`src/rtl/rpn_operand_stack.sv`:
```
// Operand stack for the 8-bit RPN calculator.
// Holds up to DEPTH operands as a shift register with s[0] as the top. Each
// cycle it executes one PUSH/POP/BINOP/CLEAR/SWAP command and reports any
// rejected command with a one-cycle err pulse and a sticky err_code.
// Optional feature macro: RPN_STACK_SWAP_EN makes cmd 101 exchange the top
// two entries. Without it, cmd 101 is treated as an illegal command.
module rpn_operand_stack #(
  parameter int unsigned DEPTH = 4
) (
  input  logic       clk,
  input  logic       rst_n,
  input  logic       cmd_valid,
  input  logic [2:0] cmd,
  input  logic [7:0] din,
  output logic [7:0] top,
  output logic [7:0] second,
  output logic [3:0] depth,
  output logic       empty,
  output logic       full,
  output logic       err,
  output logic [1:0] err_code
);

  localparam int unsigned DW  = 8;
  localparam int unsigned BOT = DEPTH - 1;
  localparam logic [3:0] DEPTH_L = 4'(DEPTH);

  localparam logic [2:0] CMD_NOP   = 3'b000;
  localparam logic [2:0] CMD_PUSH  = 3'b001;
  localparam logic [2:0] CMD_POP   = 3'b010;
  localparam logic [2:0] CMD_BINOP = 3'b011;
  localparam logic [2:0] CMD_CLEAR = 3'b100;
  localparam logic [2:0] CMD_SWAP  = 3'b101;

  localparam logic [1:0] ERR_NONE  = 2'b00;
  localparam logic [1:0] ERR_OVER  = 2'b01;
  localparam logic [1:0] ERR_UNDER = 2'b10;
  localparam logic [1:0] ERR_ILL   = 2'b11;

  logic [DW-1:0] s_q [DEPTH];
  logic [DW-1:0] s_d [DEPTH];
  logic [3:0]    depth_d;
  logic          err_d;
  logic [1:0]    err_code_d;

  // Next-state decode of the current command; rejected commands leave storage alone.
  always_comb begin
    for (int i = 0; i < int'(DEPTH); i++) s_d[i] = s_q[i];
    depth_d    = depth;
    err_d      = 1'b0;
    err_code_d = err_code;
    if (cmd_valid) begin
      case (cmd)
        CMD_NOP: ;
        CMD_PUSH: begin
          if (depth == DEPTH_L) begin
            err_d      = 1'b1;
            err_code_d = ERR_OVER;
          end else begin
            for (int i = 1; i < int'(DEPTH); i++) s_d[i] = s_q[i-1];
            s_d[0]  = din;
            depth_d = depth + 4'd1;
          end
        end
        CMD_POP: begin
          if (depth == 4'd0) begin
            err_d      = 1'b1;
            err_code_d = ERR_UNDER;
          end else begin
            for (int i = 0; i < int'(BOT); i++) s_d[i] = s_q[i+1];
            s_d[BOT] = '0;
            depth_d  = depth - 4'd1;
          end
        end
        CMD_BINOP: begin
          if (depth < 4'd2) begin
            err_d      = 1'b1;
            err_code_d = ERR_UNDER;
          end else begin
            s_d[0] = din;
            for (int i = 1; i < int'(BOT); i++) s_d[i] = s_q[i+1];
            s_d[BOT] = '0;
            depth_d  = depth - 4'd1;
          end
        end
        CMD_CLEAR: begin
          for (int i = 0; i < int'(DEPTH); i++) s_d[i] = '0;
          depth_d    = 4'd0;
          err_code_d = ERR_NONE;
        end
`ifdef RPN_STACK_SWAP_EN
        CMD_SWAP: begin
          if (depth < 4'd2) begin
            err_d      = 1'b1;
            err_code_d = ERR_UNDER;
          end else begin
            s_d[0] = s_q[1];
            s_d[1] = s_q[0];
          end
        end
`endif
        default: begin
          err_d      = 1'b1;
          err_code_d = ERR_ILL;
        end
      endcase
    end
  end

  // State and flag registers; reset clears everything asynchronously.
  always_ff @(posedge clk or negedge rst_n) begin
    if (!rst_n) begin
      for (int i = 0; i < int'(DEPTH); i++) s_q[i] <= '0;
      depth    <= 4'd0;
      empty    <= 1'b1;
      full     <= 1'b0;
      err      <= 1'b0;
      err_code <= ERR_NONE;
    end else begin
      for (int i = 0; i < int'(DEPTH); i++) s_q[i] <= s_d[i];
      depth    <= depth_d;
      empty    <= (depth_d == 4'd0);
      full     <= (depth_d == DEPTH_L);
      err      <= err_d;
      err_code <= err_code_d;
    end
  end

  assign top    = s_q[0];
  assign second = s_q[1];

  // CMD_SWAP is only referenced by the optional branch; keep it visibly used.
  logic unused_swap;
  assign unused_swap = ^CMD_SWAP;

endmodule

```
`config.mk`:
```
export PLATFORM = sky130hd
export DESIGN_NAME = rpn_operand_stack
export DESIGN_NICKNAME = d
export VERILOG_FILES = /design/src/rtl/rpn_operand_stack.sv
export SDC_FILE = /design/constraint.sdc
export NUM_CORES = 1
export LEC_CHECK = 0
export CAP_MARGIN = 20
export CORE_MARGIN = 5
export CORE_UTILIZATION = 45
export CTS_CLUSTER_DIAMETER = 50
export DETAILED_ROUTE_END_ITERATION = 10
export PLACE_DENSITY_LB_ADDON = 0.2
export SKIP_CTS_REPAIR_TIMING = 1
export SLEW_MARGIN = 20
export SYNTH_ARGS = -nofsm -noshare
export SYNTH_HDL_FRONTEND = slang
export SYNTH_SLANG_ARGS = --single-unit
```
`constraint.sdc`:
```
create_clock -name clk -period 1.9 [get_ports clk]
set_input_delay 0.38 -clock clk [delete_from_list [all_inputs] [get_ports clk]]
set_output_delay 0.38 -clock clk [all_outputs]
set_load 0.01 [all_outputs]
```
# Word level (Yosys, flattened, before mapping)
# Cells that the tools add are included.
# word_totals
reg_bits,41
latchBits,0
mem_bits_rw,0
mem_bits_ro,0
in_bits,14
output_inout_bits,25
wordCells,50
memories,0
# op_classes
add_sub_neg,2
mul,0
n_div,0
magnitude_cmp,1
n_eq_ne,12
shift,0
mux,18
n_bitwise,1
reduce_logical,7
# op_table
cell,count
case mux 32 bit (4 select lines),1
2-to-1 mux 32 bit,3
2-to-1 mux 4 bit,4
case mux 4 bit (4 select lines),1
"!= test 2 bit, second input constant",6
case mux 2 bit (5 select lines),1
AND reduction 5 bit,2
"== test 4 x 3 -> 1 bit, second input constant",2
logical NOT 4 bit,2
"== test 3 x 2 -> 1 bit, second input constant",2
2-to-1 mux 2 bit,3
"adder 4 x 1 -> 4 bit, second input constant",1
"< comparator 4 x 2 -> 1 bit, second input constant",1
2-to-1 mux 1 bit,4
case mux 1 bit (4 select lines),1
nonzero test 4 bit,1
"subtractor 4 x 1 -> 4 bit, second input constant",1
"== test 3 x 1 -> 1 bit, second input constant",1
"== test 3 bit, second input constant",1
logical NOT 3 bit,1
OR reduction 2 bit,1
NOT 1 bit,1

# Logic depth before layout (Yosys ltp)
# logic_depth
depth_word,5
ltp_mapped,9
ltp_nobuf,7

# Least setup slack after synthesis
# OpenSTA, ideal clock, no wires.
# synth_path
path_type,reg-to-reg
start,register depth[0]
end,register s_q[8] in the netlist's numbering
setup_ps,126
t_arrival_ps,1735
required_time_ps,1774
path_slack_ps,38
path_stages_with_launch,9
path_buffers,2
period_less_slack_ps,1862
cell_sequence,dfrtp_1 inv_1 ha_1 nor2b_1 o211ai_1 nor3b_2 buf_2 buf_2 a21oi_1
# synth_via
elab_chain_len,3
elab_cells_between_ends,7
cone_classes,order compare (1); eq/ne (4); reduce/logical (2)
# synth_lines
element,line,source
"start, declared",17,"output logic [3:0] depth,"
"start signal, assigned",121,depth <= depth_d;
"< comparator 4 x 2 -> 1 bit, or another cell as far along",76,if (depth < 4'd2) begin
!= test 2 bit (no source line),n/a,
AND reduction 5 bit (no source line) (*),n/a,
"end, declared",40,logic [DW-1:0] s_q [DEPTH];
# Mark *: on every way between the ends. The rest lies on a longest branch, timed or not.
# A chain may end at the register's enable or synchronous reset.

# Worst setup path after layout
# layout_path
start,register depth[1]
end,register s_q[4] in the netlist's numbering
# Same word-level chain as after synthesis.

==> impl_metrics.ini <==
[synthesis]
ys_ff_latch = 41
ys_types = 43
syn_inst = 231
yosys.area.top_type_share_pct = 45.0
synth_area_per_cell_sq_um = 9.63
syn_nets = 248
yosys-top-cells-area = dfrtp_1 45%, a22oi_1 8.4%, buf_4 5.7%
synth_warnings = 0
seq_area_frac_synth_pct = 46.2
synth_area_sq_mm = 0.00222
synth_top_cell_by_area = dfrtp_1

[drt]
drc = 0
postRouteAntennaNets = 0
routedWlPerCell_microns = 16.0
drt_first_pass_iters = 4
viasPerCell = 5.44
wirelength_microns = 5690
drt_iter0_drc = 134
vias = 1936

[clock_tree]
h-tree-depth = 2
cts_buffers = 5
cts_tree = done
insertion_delay_ns = 0.30
cts.sinks = 41
path_clk_slew_ns = 0.09
clockBufferDepth = 2
clockRootBuffer = clkbuf_8

[power_and_ir_drop]
p_int_mw = 2.67
p_switching_mw = 1.47
p_clk_share_pct = 17.8
p_comb_share_pct = 44.0
vdd_drop_max_v = 0.000660
p_per_area_mw_per_mm2 = 1270
seq_power_share_pct = 38.2
swShare_pct = 35.5
total_power_mw = 4.15
leakagePower_nw = 1.36

[floorplanning]
num_rows = 25
ios = 39
start_util_pct = 46.8
core_sq_mm = 0.00475
dieArea_sq_mm = 0.00645
fp.dieH_microns = 80.3
die_width_microns = 80.3

[layout]
utilization_pct = 68.7
final_common_cell = dfrtp_1
fin_cells = 356
area_growth_syn_to_layout_pct = 46.9
diodes = 0
multi_input_area_sq_mm = 0.00120
final-seq-area_sq_mm = 0.00103
nFillCells = 379
drive_above_1_share_pct = 39.8
stdcell_area_sq_mm = 0.00327
final_cell_mix = 40 x dfrtp_1, 35 x buf_4, 34 x clkdlybuf4s50_1
layout.nets = 305

[sta]
skew_ns = 0.0105
setup_viol = 3
timing.setup.tns_ns = -0.0233
final_hold_viol_count = 0
rsz0062_at_grt = true
fmax_ghz = 0.524
fin_ws_ns = -0.0101
post-route-period-util_pct = 101
layout_min_cycle_time_ns = 1.91
report.final.slew_viol_count = 0
worstMarginPinSlew_ns = 0.765
slew-limit-headroom_pct = 48.9
fin_hold_ws_ns = 0.129

[worst_setup_path]
crit_type = flop to flop
cp-start-kind = flop
ff2ff_setup_slack_ns = -0.01
cp.required_ns = 2.08
arrival_ns = 2.09
end_kind = flop
path_max_fanout = 16

[grt]
grt_start_max_net_pins = 42
grt_pass1_vias = 1806
grt_overflow = 0
grtUsageTotal_pct = 17.4
grt_pass1_wl_microns = 8670
antenna_found_initial = 0

[status]
failed_checks = negative setup slack
status = finished, violations left

[placed_design]
gp_congestion = 0.806
place_inst = 338
port_buffers = 38
pre_cts_slack_ns = -0.547
dp_hpwl_microns = 3400
place_area_sq_mm = 0.00271

[run]
max_cap_viol_count = 0

[min_path]
hold_class = input port to async pin
worst paths after layout:
path / startpoint / endpoint / depth (start not counted)
max reg2reg: depth[1]$_DFF_PN0_ / s_q[4]$_DFFE_PN0P_ / 10
min: rst_n / depth[0]$_DFF_PN0_ / 2
min in group clk: err_code[1]$_DFFE_PN0P_ / err_code[1]$_DFFE_PN0P_ / 1
max: depth[1]$_DFF_PN0_ / s_q[4]$_DFFE_PN0P_ / 10
min reg2reg: err_code[1]$_DFFE_PN0P_ / err_code[1]$_DFFE_PN0P_ / 1
max in group asynchronous: rst_n / s_q[2]$_DFFE_PN0P_ / 2
routing by layer:
metal  up-vias  share of wire (%)  GRT usage [%]
met3         9                4.3           4.04
met2        43                 51           28.6
met5         -                  0              0
met4         0                1.5           4.05
met1       969                 43           23.3
li1        915                  -              -
synth_stat cells:
library cell / number
or3_4: 1
o211ai_4: 1
buf_2: 6
nand2b_1: 2
nor3_1: 2
o211ai_1: 2
a21boi_1: 1
o21ai_2: 1
a21oi_4: 1
buf_4: 17
xor2_1: 1
nand3b_1: 1
nor4_2: 1
a21oi_1: 25
a21oi_2: 1
inv_1: 11
nor3b_2: 2
nor2_1: 30
ha_1: 3
o2bb2ai_1: 1
a22oi_2: 1
and3_1: 1
o41ai_1: 1
mux2_2: 1
o22ai_2: 1
nor2b_1: 3
a21o_1: 1
o21ai_0: 3
dfrtp_1: 40
nor4b_2: 1
nor4_1: 1
nand3_1: 13
and3_4: 1
o21a_1: 1
and2_1: 2
nand2_1: 5
nor3b_1: 1
o21ai_1: 9
a22oi_1: 25
dfstp_2: 1
o31ai_2: 1
buf_6: 5
clkbuf_1: 3
area by class of cell:
type                            count  area share, %
Timing Repair Buffer               81           24.3
Tap cell                           67           2.57
Clock buffer                        6           2.53
Inverter                           11           1.26
Multi-Input combinational cell    148           36.7
Clock inverter                      2           1.15
Sequential cell                    41           31.4
logic make-up (layout without fill, tap and decap cells):
logic type      Yosys count  after routing  synth area share, %
flops                    41             41                 46.2
mux                       1              1                0.506
fa+ha+maj                 3              3                 1.69
compound gates           76             76                 23.4
xor+xnor                  1              1                0.394
simple gates             67             67                 15.9
buf+inv                  42            100                 12.0
critical path: stages, from the launching register on:
cell and delay [ns]:
dfrtp_1 0.40, inv_2 0.08, ha_4 0.14, nand3b_1 0.16, o31ai_4 0.33, buf_4 0.17, nor3b_4 0.04, buf_6 0.16
buf_6 0.16, nand3_1 0.08, o21ai_1 0.08
flip-flops by register name (all words and copies together), names as in the netlist:
name / cells
top: 8
full: 1
second: 8
depth: 4
err_code: 2
empty: 1
err: 1
s_q: 16
power groups by stage:
stage	clock network [mW]	registers, mW	logic (mW)
floorplan	0	1.47	0.935
global placement	0	1.51	1.41
detailed placement	0	1.51	1.44
CTS	0.751	1.50	1.45
global route	0.795	1.63	1.98
finish	0.739	1.58	1.83
Power figures use the tool's default switching activity.
